### config.mk
export PLATFORM = sky130hd
export DESIGN_NAME = traffic_sel_scheduler
export DESIGN_NICKNAME = d
export VERILOG_FILES = /design/src/rtl/traffic_sel_scheduler.sv
export SDC_FILE = /design/constraint.sdc
export NUM_CORES = 1
export LEC_CHECK = 0
export CORE_UTILIZATION = 35
export DETAILED_ROUTE_END_ITERATION = 8
export PLACE_DENSITY = 0.55
export SLEW_MARGIN = 20
export SYNTH_ARGS = -nofsm -noshare
export SYNTH_HDL_FRONTEND = slang
export SYNTH_SLANG_ARGS = --single-unit
export TNS_END_PERCENT = 30
### constraint.sdc
create_clock -name clk -period 2.13 [get_ports clk]
set_input_delay 0.426 -clock clk [delete_from_list [all_inputs] [get_ports clk]]
set_output_delay 0.426 -clock clk [all_outputs]
set_load 0.1 [all_outputs]
### src/rtl/traffic_sel_scheduler.sv
// Chooses the signal-controller traffic mode from congestion samples, using hysteresis,
// a minimum hold time, and mode changes that are applied only on phase boundaries.
module traffic_sel_scheduler #(
  parameter int unsigned HYST_N       = 3,
  parameter int unsigned MIN_HOLD_SEC = 10
) (
  input  logic       clk,
  input  logic       reset,
  input  logic       tick_sec,
  input  logic       cong_valid,
  input  logic       cong_flag,
  input  logic       light_valid,
  output logic       traffic_sel,
  output logic       sel_pending,
  output logic       sel_changed,
  output logic [5:0] hold_left,
  output logic [1:0] state
);

  localparam logic [1:0] STABLE  = 2'd0;
  localparam logic [1:0] QUALIFY = 2'd1;
  localparam logic [1:0] ARMED   = 2'd2;
  localparam logic [1:0] PENDING = 2'd3;

  localparam logic [3:0] HYST_MAX  = 4'(HYST_N);
  localparam logic [5:0] HOLD_LOAD = 6'(MIN_HOLD_SEC);

  logic [3:0] count;
  logic [3:0] count_next;
  logic [5:0] hold_next;
  logic [1:0] state_next;
  logic       agree;
  logic       disagree;
  logic       fire;

  always_comb begin
    agree    = cong_valid && (cong_flag == traffic_sel);
    disagree = cong_valid && (cong_flag != traffic_sel);
    // An agree sample outranks a coincident phase boundary.
    fire     = (state == PENDING) && light_valid && !agree;
  end

  always_comb begin
    count_next = count;
    if (fire || agree)
      count_next = '0;
    else if (disagree && (count < HYST_MAX))
      count_next = count + 4'd1;
  end

  always_comb begin
    hold_next = hold_left;
    if (fire)
      hold_next = HOLD_LOAD;
    else if (tick_sec && (hold_left != '0))
      hold_next = hold_left - 6'd1;
  end

  // ARMED and PENDING are chosen from the hold value before this cycle's tick.
  always_comb begin
    state_next = state;
    if (fire || agree) begin
      state_next = STABLE;
    end else begin
      case (state)
        STABLE, QUALIFY: begin
          if (disagree) begin
            if (count_next == HYST_MAX)
              state_next = (hold_left != '0) ? ARMED : PENDING;
            else
              state_next = QUALIFY;
          end
        end
        ARMED: begin
          if (hold_left == '0)
            state_next = PENDING;
        end
        default: state_next = state;
      endcase
    end
  end

  always_ff @(posedge clk or posedge reset) begin
    if (reset) begin
      count       <= '0;
      hold_left   <= '0;
      state       <= STABLE;
      sel_pending <= 1'b0;
      traffic_sel <= 1'b0;
      sel_changed <= 1'b0;
    end else begin
      count       <= count_next;
      hold_left   <= hold_next;
      state       <= state_next;
      sel_pending <= (state_next == PENDING);
      traffic_sel <= traffic_sel ^ fire;
      sel_changed <= fire;
    end
  end

endmodule

Yosys cells after proc, flatten, opt, wreduce, memory -nomap -nowiden:

Index checks and enable logic that the tools add are counted.

* register bits: 15
* input bits: 6
* output and inout bits: 11
* word-level logic and storage cells: 40

* add/sub/neg operators: 2
* $lt $le $gt $ge: 1
* eq/ne operators: 7
* muxes and demuxes: 10
* bitwise gates (word level): 1
* reduce and logical (&&, ||, !) cells: 13

Operator list (number)
* 2-to-1 mux 6 bit: 2
* 2-to-1 mux 2 bit: 4
* 2-to-1 mux 4 bit: 2
* == test 2 bit (second input constant): 3
* logical AND 1 bit: 6
* zero test 6 bit: 1
* nonzero test 6 bit: 1
* subtractor 6 x 1 -> 6 bit (second input constant): 1
* adder 4 x 1 -> 4 bit (second input constant): 1
* == test 4 x 2 -> 1 bit (second input constant): 1
* less-than comparator 4 x 2 -> 1 bit (second input constant): 1
* case mux 2 bit (2 select lines): 1
* == test 2 x 1 -> 1 bit (second input constant): 1
* zero test 2 bit: 1
* nonzero test 2 bit: 1
* OR reduction 2 bit: 1
* == test 1 bit: 1
* zero test 1 bit: 1
* logical OR 1 bit: 1
* 2-to-1 mux 1 bit: 1
* != test 1 bit: 1
* XOR 1 bit: 1

Depth between registers and ports, before layout:

Gate-level depths: netlist (run 1).

* depth in word-level cells: 12
* mapped depth: 6

Worst setup path before layout (run 1):

No wires, ideal clock.

* path type: register -> register
* start point: register hold_left[0]
* end point: register hold_left[4]
* library setup time: 0.080 ns
* data arrival time: 2.163 ns
* data required time: 2.050 ns
* path slack: -0.113 ns
* stages on the path, launching flop included: 7
* path through: dfrtp_1 > inv_1 > ha_1 > or2b_2 > o21ai_1 > or3_1 > a21oi_1

* longest elaborated chain between the ends: 3
* elaborated cells on any way between the ends: 6
* classes of those cells: 1 x add/sub; 2 x mux; 3 x reduce/logical

RTL lines
* start, declared: RTL line 16 `output logic [5:0] hold_left,`
* start signal, assigned: RTL line 93 `hold_left <= hold_next;`
* subtractor 6 x 1 -> 6 bit or nonzero test 6 bit (tied branches): RTL line 56, 55
* 2-to-1 mux 6 bit or logical AND 1 bit (tied branches): RTL line 55 `else if (tick_sec && (hold_left != '0))`
* 2-to-1 mux 6 bit or nonzero test 2 bit (tied branches)

Parallel ways exist; a longest one is shown, timed or not. The select of a mux whose other input is x is not followed.
A chain may end at the register's enable or synchronous reset.

Worst setup path after layout (run 1):

* start point: register count[0]
* end point: register sel_pending

* longest elaborated chain between the ends: 10
* elaborated cells on any way between the ends: 11
* classes of those cells: 1 x add/sub; 1 x order compare; 2 x eq/ne; 6 x mux; 1 x reduce/logical

RTL lines
* start, declared: RTL line 28 `logic [3:0] count;`
* start signal, assigned: RTL line 92 `count <= count_next;`
* less-than comparator 4 x 2 -> 1 bit: RTL line 47 `else if (disagree && (count < HYST_MAX))`
* logical AND 1 bit: RTL line 47
* 2-to-1 mux 4 bit (*): RTL line 47
* 2-to-1 mux 4 bit (*): RTL line 45 `if (fire || agree)`
* == test 4 x 2 -> 1 bit (*): RTL line 68 `if (count_next == HYST_MAX)`
* 2-to-1 mux 2 bit (*): RTL line 68
* 2-to-1 mux 2 bit (*): RTL line 67 `if (disagree) begin`
* case mux 2 bit (2 select lines) (*): RTL line 65 `case (state)`
* 2-to-1 mux 2 bit (*): RTL line 62 `if (fire || agree) begin`
* == test 2 bit (*): RTL line 95 `sel_pending <= (state_next == PENDING);`
* end signal, assigned: RTL line 95
* end, declared: RTL line 14 `output logic sel_pending,`

Every way passes the cells marked *; elsewhere a longest branch is shown, timed or not.

==> flow_results.xml, run 1 <==
<?xml version="1.0" encoding="UTF-8"?>
<metrics>
  <group name="status">
    <metric name="status" unit="">complete, no violations</metric>
  </group>
  <group name="worst_setup_path">
    <metric name="slowest_stage" unit="">a2111o_1</metric>
    <metric name="critPathTopFamily" unit="">simple AND/OR/NAND/NOR gates</metric>
    <metric name="path_cells" unit="">ha_1, or3b_1, a2111o_1, or3_1, a21oi_1</metric>
    <metric name="worstSetupPathType" unit="">flop to flop</metric>
    <metric name="crit_buf_inv" unit="">0</metric>
    <metric name="worst-endpoint-arrival" unit="ns">2.26</metric>
    <metric name="critical-path-max-stage-delay" unit="ns">0.46</metric>
    <metric name="timing.critical_path.required" unit="ns">2.34</metric>
    <metric name="startpoint_type" unit="">flop</metric>
    <metric name="worst-path-max-fanout" unit="">4</metric>
    <metric name="worst_setup_path_end_kind" unit="">flop</metric>
  </group>
  <group name="detailed_routing">
    <metric name="drt-vias-per-instance" unit="">4.81</metric>
    <metric name="dr.first_iter.drc_count" unit="">6</metric>
    <metric name="wire_per_inst" unit="um">11.4</metric>
    <metric name="postRouteAntennaNets" unit="">0</metric>
    <metric name="dr.pass1.iters" unit="">4</metric>
    <metric name="routed-via-count" unit="">582</metric>
    <metric name="drc" unit="">0</metric>
    <metric name="routed_wl" unit="um">1390</metric>
  </group>
  <group name="global_routing">
    <metric name="grt_pass1_vias" unit="">486</metric>
    <metric name="grt_pass1_wl" unit="um">2170</metric>
    <metric name="gr-total-overflow" unit="">0</metric>
    <metric name="globalRouteTotalUtil" unit="">0.143</metric>
    <metric name="number_of_antenna_violations_at_the_first_check_in_global_routing" unit="">0</metric>
    <metric name="grt_max_degree" unit="">16</metric>
  </group>
  <group name="sta">
    <metric name="layout_worst_path_cycle_share" unit="">0.962</metric>
    <metric name="maxSlewViolCount" unit="">0</metric>
    <metric name="timing.slew.headroom" unit="">0.549</metric>
    <metric name="setup_tns" unit="ns">0</metric>
    <metric name="finalWorstPathRequiredPeriod" unit="ns">2.05</metric>
    <metric name="setup_ws" unit="ns">0.0806</metric>
    <metric name="worst_slew_pin_slew" unit="ns">0.677</metric>
    <metric name="rsz0062_at_grt" unit="">no</metric>
    <metric name="hold_viol_final" unit="">0</metric>
    <metric name="setup_viol" unit="">0</metric>
    <metric name="max_freq" unit="MHz">488</metric>
    <metric name="fin_worst_skew" unit="ns">0.00216</metric>
  </group>
  <group name="synth">
    <metric name="yosys_warnings" unit="">0</metric>
    <metric name="syn_area" unit="um^2">733</metric>
    <metric name="ys_seq_elements" unit="">15</metric>
    <metric name="synthesized_area_divided_by_synthesized_cell_count" unit="um^2">10.0</metric>
    <metric name="netlist_instances" unit="">73</metric>
    <metric name="post_synth_num_cell_types" unit="">26</metric>
    <metric name="seq_area_frac_synth" unit="">0.512</metric>
    <metric name="postSynthNetCount" unit="">82</metric>
  </group>
  <group name="placement">
    <metric name="pre_cts_slack" unit="ns">0.0837</metric>
    <metric name="dp_hpwl" unit="um">1040</metric>
    <metric name="post-place-cells" unit="">117</metric>
    <metric name="placement.cell_area" unit="um^2">910</metric>
    <metric name="place_congestion" unit="">0.693</metric>
    <metric name="placement.io_buffers" unit="">16</metric>
  </group>
  <group name="cells_and_area">
    <metric name="num_antenna_cells" unit="">0</metric>
    <metric name="n_fill_cell" unit="">221</metric>
    <metric name="finish.cell_count_without_fillers" unit="">121</metric>
    <metric name="final_layout_size_suffix_gt1_frac" unit="">0.191</metric>
    <metric name="finish.net_count" unit="">104</metric>
    <metric name="flow.area_growth_from_synthesis" unit="%">27.6</metric>
    <metric name="fin_area" unit="um^2">936</metric>
  </group>
  <group name="die">
    <metric name="die_span_y" unit="um">47.8</metric>
    <metric name="placementRows" unit="">16</metric>
    <metric name="effective_utilization_at_floorplan" unit="">0.374</metric>
    <metric name="floorplan.die.width" unit="um">47.8</metric>
    <metric name="dieArea" unit="um^2">2280</metric>
    <metric name="core_region_area" unit="um^2">1960</metric>
    <metric name="ios" unit="">17</metric>
  </group>
  <group name="clock_tree">
    <metric name="tritoncts_num_sinks" unit="">15</metric>
    <metric name="tritoncts.num_buffers" unit="">3</metric>
    <metric name="cts_resized" unit="">0</metric>
    <metric name="clock_tree_from_tritoncts" unit="">built</metric>
    <metric name="postCtsHoldBufs" unit="">0</metric>
    <metric name="clock_tree.htree_level_count" unit="">1</metric>
    <metric name="cts_root_buffer" unit="">clkbuf_4</metric>
    <metric name="postCtsSetupRepairBufs" unit="">0</metric>
    <metric name="cts_buffer_depth" unit="">2</metric>
    <metric name="worst_skew_pair.late_latency" unit="ns">0.27</metric>
    <metric name="cts.clk_slew.worst_paths" unit="ns">0.08</metric>
  </group>
  <group name="hold_path">
    <metric name="hp-class" unit="">primary input to asynchronous set/reset pin</metric>
  </group>
  <group name="job">
    <metric name="max-cap-violations" unit="">0</metric>
  </group>
</metrics>
## layout by cell type, fill, tap and decap left out
| master | count |
|---|---|
| o21ai_0 | 2 |
| nand3_1 | 2 |
| a211oi_1 | 1 |
| or2b_2 | 1 |
| dfrtp_2 | 2 |
| nand2b_1 | 1 |
| a211o_1 | 1 |
| and3_1 | 2 |
| clkbuf_1 | 1 |
| or2b_1 | 1 |
| nor3_1 | 4 |
| clkdlybuf4s50_1 | 5 |
| o21ai_1 | 1 |
| a2111o_1 | 1 |
| inv_1 | 4 |
| or3b_1 | 1 |
| nand4_1 | 1 |
| or3_1 | 4 |
| mux2i_1 | 1 |
| a21oi_1 | 5 |
| clkbuf_4 | 3 |
| nand2_1 | 5 |
| nor2_1 | 8 |
| buf_4 | 12 |
| nor3b_1 | 1 |
| xnor2_1 | 3 |
| o211ai_1 | 1 |
| nor4_1 | 1 |
| ha_1 | 3 |
| xor2_1 | 3 |
| dfrtp_1 | 13 |
## cells by family after synthesis
| group | count (synthesis) | share of synthesized area |
|---|---|---|
| simple gates | 32 | 0.229 |
| flops | 15 | 0.512 |
| mux | 1 | 0.0137 |
| fa+ha+maj | 3 | 0.0512 |
| xor+xnor | 6 | 0.0717 |
| buf+inv | 4 | 0.0205 |
| compound gates | 12 | 0.102 |
## state kept, by name (all words and copies together) (netlist names)
register	flops
sel_pending	1
sel_changed	1
count	4
hold_left	6
traffic_sel	1
state	2
## cells in the mapped netlist
library cell | instances | area share
dfrtp_1 | 15 | 0.51
nor2_1 | 8 | 0.041
a21oi_1 | 5 | 0.034
nand2_1 | 5 | 0.026
inv_1 | 4 | 0.020
nor3_1 | 4 | 0.027
or3_1 | 4 | 0.034
ha_1 | 3 | 0.051
xnor2_1 | 3 | 0.036
xor2_1 | 3 | 0.036
and3_1 | 2 | 0.017
nand3_1 | 2 | 0.014
o21ai_0 | 2 | 0.014
a2111o_1 | 1 | 0.015
a211o_1 | 1 | 0.012
a211oi_1 | 1 | 0.010
mux2i_1 | 1 | 0.014
nand2b_1 | 1 | 0.0085
nand4_1 | 1 | 0.0085
nor3b_1 | 1 | 0.010
nor4_1 | 1 | 0.0085
o211ai_1 | 1 | 0.010
o21ai_1 | 1 | 0.0068
or2b_1 | 1 | 0.010
or2b_2 | 1 | 0.012
or3b_1 | 1 | 0.012
## final timing paths
| path | start | endpoint | slack, ns | cells after the start |
|---|---|---|---|---|
| worst max-delay path | count[0] | sel_pending | 0.08 | 5 |
| worst min-delay path | reset | state[0] | 0.50 | 2 |
| worst max register to register | count[0] | sel_pending | 0.08 | 5 |
| worst min register to register | count[2] | count[2] | 0.51 | 1 |
| max in group asynchronous | reset | hold_left[1] | 1.23 | 2 |
| min in group clk | count[2] | count[2] | 0.51 | 1 |
## area by class of cell
type                    count  area [um^2]  share of cell area
clock buffers               4         26.3              0.0281
inverters                   4         15.0              0.0160
multi-input cells          54          343               0.366
flip-flops and latches     15          378               0.404
well taps                  27         33.8              0.0361
repair buffers             17          140               0.150
## through the flow
stage	utilization	hold slack (ns)
floorplan	-	0.327
global placement	0.464	0.499
detailed placement	0.464	0.499
CTS	0.477	0.512
global route	0.477	0.537
finish	0.477	0.497
## layer usage
| metal | wire (um) | global-route usage | share of wire | up-vias |
|---|---|---|---|---|
| met5 | 0 | 0 | 0 | - |
| met2 | 642 | 0.203 | 0.46 | 7 |
| met3 | 52 | 0.0566 | 0.038 | 2 |
| met1 | 677 | 0.196 | 0.49 | 275 |
| met4 | 12 | 0.0500 | 0.0087 | 0 |
| li1 | - | - | - | 298 |
Power of run 1 is left out: the tool's default activity adds up to more than one toggle a clock period on the data nets, which glitch-free logic cannot reach.
==> run 2: changes to the inputs <==
Settings changed: CORE_UTILIZATION 35 to 40, PLACE_DENSITY 0.55 to not set, PLACE_DENSITY_LB_ADDON set to 0.05, SKIP_LAST_GASP set to 1.
==> run 2 against run 1 <==
Routed wire length shrank 2.9%. Via count shrank 0.52%. Non-clock buffer count grew 2. Maximum frequency is 1.5% higher. Global-route usage rose by 2.8 points. Worst hold slack got worse by 0.012 ns. Critical path depth unchanged. Worst setup slack better by 0.031 ns. Utilization is 7.2 points higher. Final cell count unchanged.
==> flow_results.xml, run 2 (synthesis results as in run 1) <==
<?xml version="1.0" encoding="UTF-8"?>
<metrics>
  <group name="detailed_routing">
    <metric name="wire_per_inst" unit="um">11.1</metric>
    <metric name="dr.pass1.iters" unit="">3</metric>
    <metric name="postRouteAntennaNets" unit="">0</metric>
    <metric name="drc" unit="">0</metric>
    <metric name="drt-vias-per-instance" unit="">4.79</metric>
    <metric name="routed_wl" unit="um">1350</metric>
    <metric name="dr.first_iter.drc_count" unit="">2</metric>
    <metric name="routed-via-count" unit="">579</metric>
  </group>
  <group name="cells_and_area">
    <metric name="final_core_utilization" unit="">0.549</metric>
    <metric name="most_common_cell_after_layout_fill_and_taps_aside" unit="">buf_4</metric>
    <metric name="flow.area_growth_from_synthesis" unit="%">29.4</metric>
    <metric name="max_flop_register" unit="">hold_left</metric>
    <metric name="final_layout_size_suffix_gt1_frac" unit="">0.208</metric>
    <metric name="leading_registers_by_flop_count" unit="">hold_left x6, count x4, state x2</metric>
    <metric name="largest_register_ff_count" unit="">6</metric>
    <metric name="n_fill_cell" unit="">175</metric>
    <metric name="mostFrequentLayoutCells" unit="">14 x buf_4, 13 x dfrtp_1, 8 x nor2_1</metric>
    <metric name="num_antenna_cells" unit="">0</metric>
    <metric name="finish.net_count" unit="">106</metric>
    <metric name="finish.cell_count_without_fillers" unit="">121</metric>
    <metric name="final-seq-area" unit="um^2">378</metric>
    <metric name="fin_area" unit="um^2">948</metric>
    <metric name="area_occupied_by_multi_input_gates" unit="um^2">343</metric>
  </group>
  <group name="clock_tree">
    <metric name="cts_root_buffer" unit="">clkbuf_4</metric>
    <metric name="tritoncts.num_buffers" unit="">3</metric>
    <metric name="cts.clk_slew.worst_paths" unit="ns">0.09</metric>
    <metric name="worst_skew_pair.late_latency" unit="ns">0.28</metric>
    <metric name="tritoncts_num_sinks" unit="">15</metric>
    <metric name="clock_tree_from_tritoncts" unit="">built</metric>
    <metric name="cts_resized" unit="">0</metric>
    <metric name="clock_tree.htree_level_count" unit="">1</metric>
    <metric name="cts_buffer_depth" unit="">2</metric>
  </group>
  <group name="worst_setup_path">
    <metric name="startpoint_type" unit="">flop</metric>
    <metric name="timing.critical_path.required" unit="ns">2.34</metric>
    <metric name="worstSetupPathType" unit="">flop to flop</metric>
    <metric name="worst_setup_path_end_kind" unit="">flop</metric>
    <metric name="worst-path-max-fanout" unit="">3</metric>
    <metric name="worst-endpoint-arrival" unit="ns">2.23</metric>
  </group>
  <group name="global_routing">
    <metric name="globalRouteTotalUtil" unit="">0.170</metric>
    <metric name="grt_max_degree" unit="">16</metric>
    <metric name="number_of_antenna_violations_at_the_first_check_in_global_routing" unit="">0</metric>
    <metric name="grt_pass1_wl" unit="um">2400</metric>
    <metric name="grt_pass1_vias" unit="">547</metric>
    <metric name="gr-total-overflow" unit="">0</metric>
  </group>
  <group name="placement">
    <metric name="place_congestion" unit="">0.739</metric>
    <metric name="pre_cts_slack" unit="ns">0.0829</metric>
    <metric name="placement.io_buffers" unit="">16</metric>
    <metric name="post-place-cells" unit="">116</metric>
    <metric name="placement.cell_area" unit="um^2">915</metric>
    <metric name="dp_hpwl" unit="um">1010</metric>
  </group>
  <group name="sta">
    <metric name="setup_viol" unit="">0</metric>
    <metric name="worst_slew_pin_slew" unit="ns">0.689</metric>
    <metric name="maxSlewViolCount" unit="">0</metric>
    <metric name="timing.slew.headroom" unit="">0.540</metric>
    <metric name="setup_ws" unit="ns">0.112</metric>
    <metric name="max_freq" unit="MHz">495</metric>
    <metric name="fin_worst_skew" unit="ns">0.00593</metric>
    <metric name="finalWorstPathRequiredPeriod" unit="ns">2.02</metric>
    <metric name="layout_worst_path_cycle_share" unit="">0.948</metric>
    <metric name="hold_viol_final" unit="">0</metric>
  </group>
  <group name="job">
    <metric name="max-cap-violations" unit="">0</metric>
  </group>
  <group name="die">
    <metric name="floorplan.die.width" unit="um">44.8</metric>
    <metric name="ios" unit="">17</metric>
    <metric name="core_region_area" unit="um^2">1730</metric>
    <metric name="effective_utilization_at_floorplan" unit="">0.425</metric>
    <metric name="placementRows" unit="">15</metric>
    <metric name="die_span_y" unit="um">44.8</metric>
    <metric name="dieArea" unit="um^2">2010</metric>
  </group>
  <group name="status">
    <metric name="status" unit="">complete, no violations</metric>
  </group>
  <group name="hold_path">
    <metric name="hp-class" unit="">primary input to asynchronous set/reset pin</metric>
  </group>
</metrics>
==> run 2: through the flow <==
step	hold slack, ns	setup TNS [ns]
after floorplan	0.327	0
after global placement	0.499	0
after detailed placement	0.499	0
after CTS	0.510	0
after global routing	0.555	-0.00495
final	0.485	0
==> run 2: metal layers <==
layer	vias to the layer above	GRT usage	wire (um)
li1	301	-	-
met1	264	0.241	716
met2	10	0.235	567
met3	4	0.0360	26
met4	0	0.109	34
met5	-	0	0
==> run 2: timing repair <==
action,in CTS,in global routing
endpoints found under the setup margin,0,1
hold buffers,0,0
buffers inserted,0,1
==> run 2: final cells by class <==
class                      count  area share
tap                           25      0.0330
timing repair buffer          19       0.164
multi-input combinational     54       0.361
sequential                    15       0.398
clock buffer                   4      0.0277
inverter                       4      0.0158
==> run 2: final timing paths <==
check | cells after the start | endpoint | startpoint | slack, ns
worst min-delay path | 2 | hold_left[5] | reset | 0.49
max in group asynchronous | 2 | hold_left[1] | reset | 1.25
worst min register to register | 1 | traffic_sel | traffic_sel | 0.52
worst max-delay path | 5 | sel_pending | count[0] | 0.11
worst max register to register | 5 | sel_pending | count[0] | 0.11
min in group clk | 1 | traffic_sel | traffic_sel | 0.52
==> run 2: worst max-delay path, stage by stage (launching register included) <==
cell	delay (ns)
dfrtp_1	0.41
ha_1	0.30
or3b_1	0.34
a2111o_1	0.44
or3_1	0.31
a21oi_1	0.15
Power of run 2 is left out for the same reason.
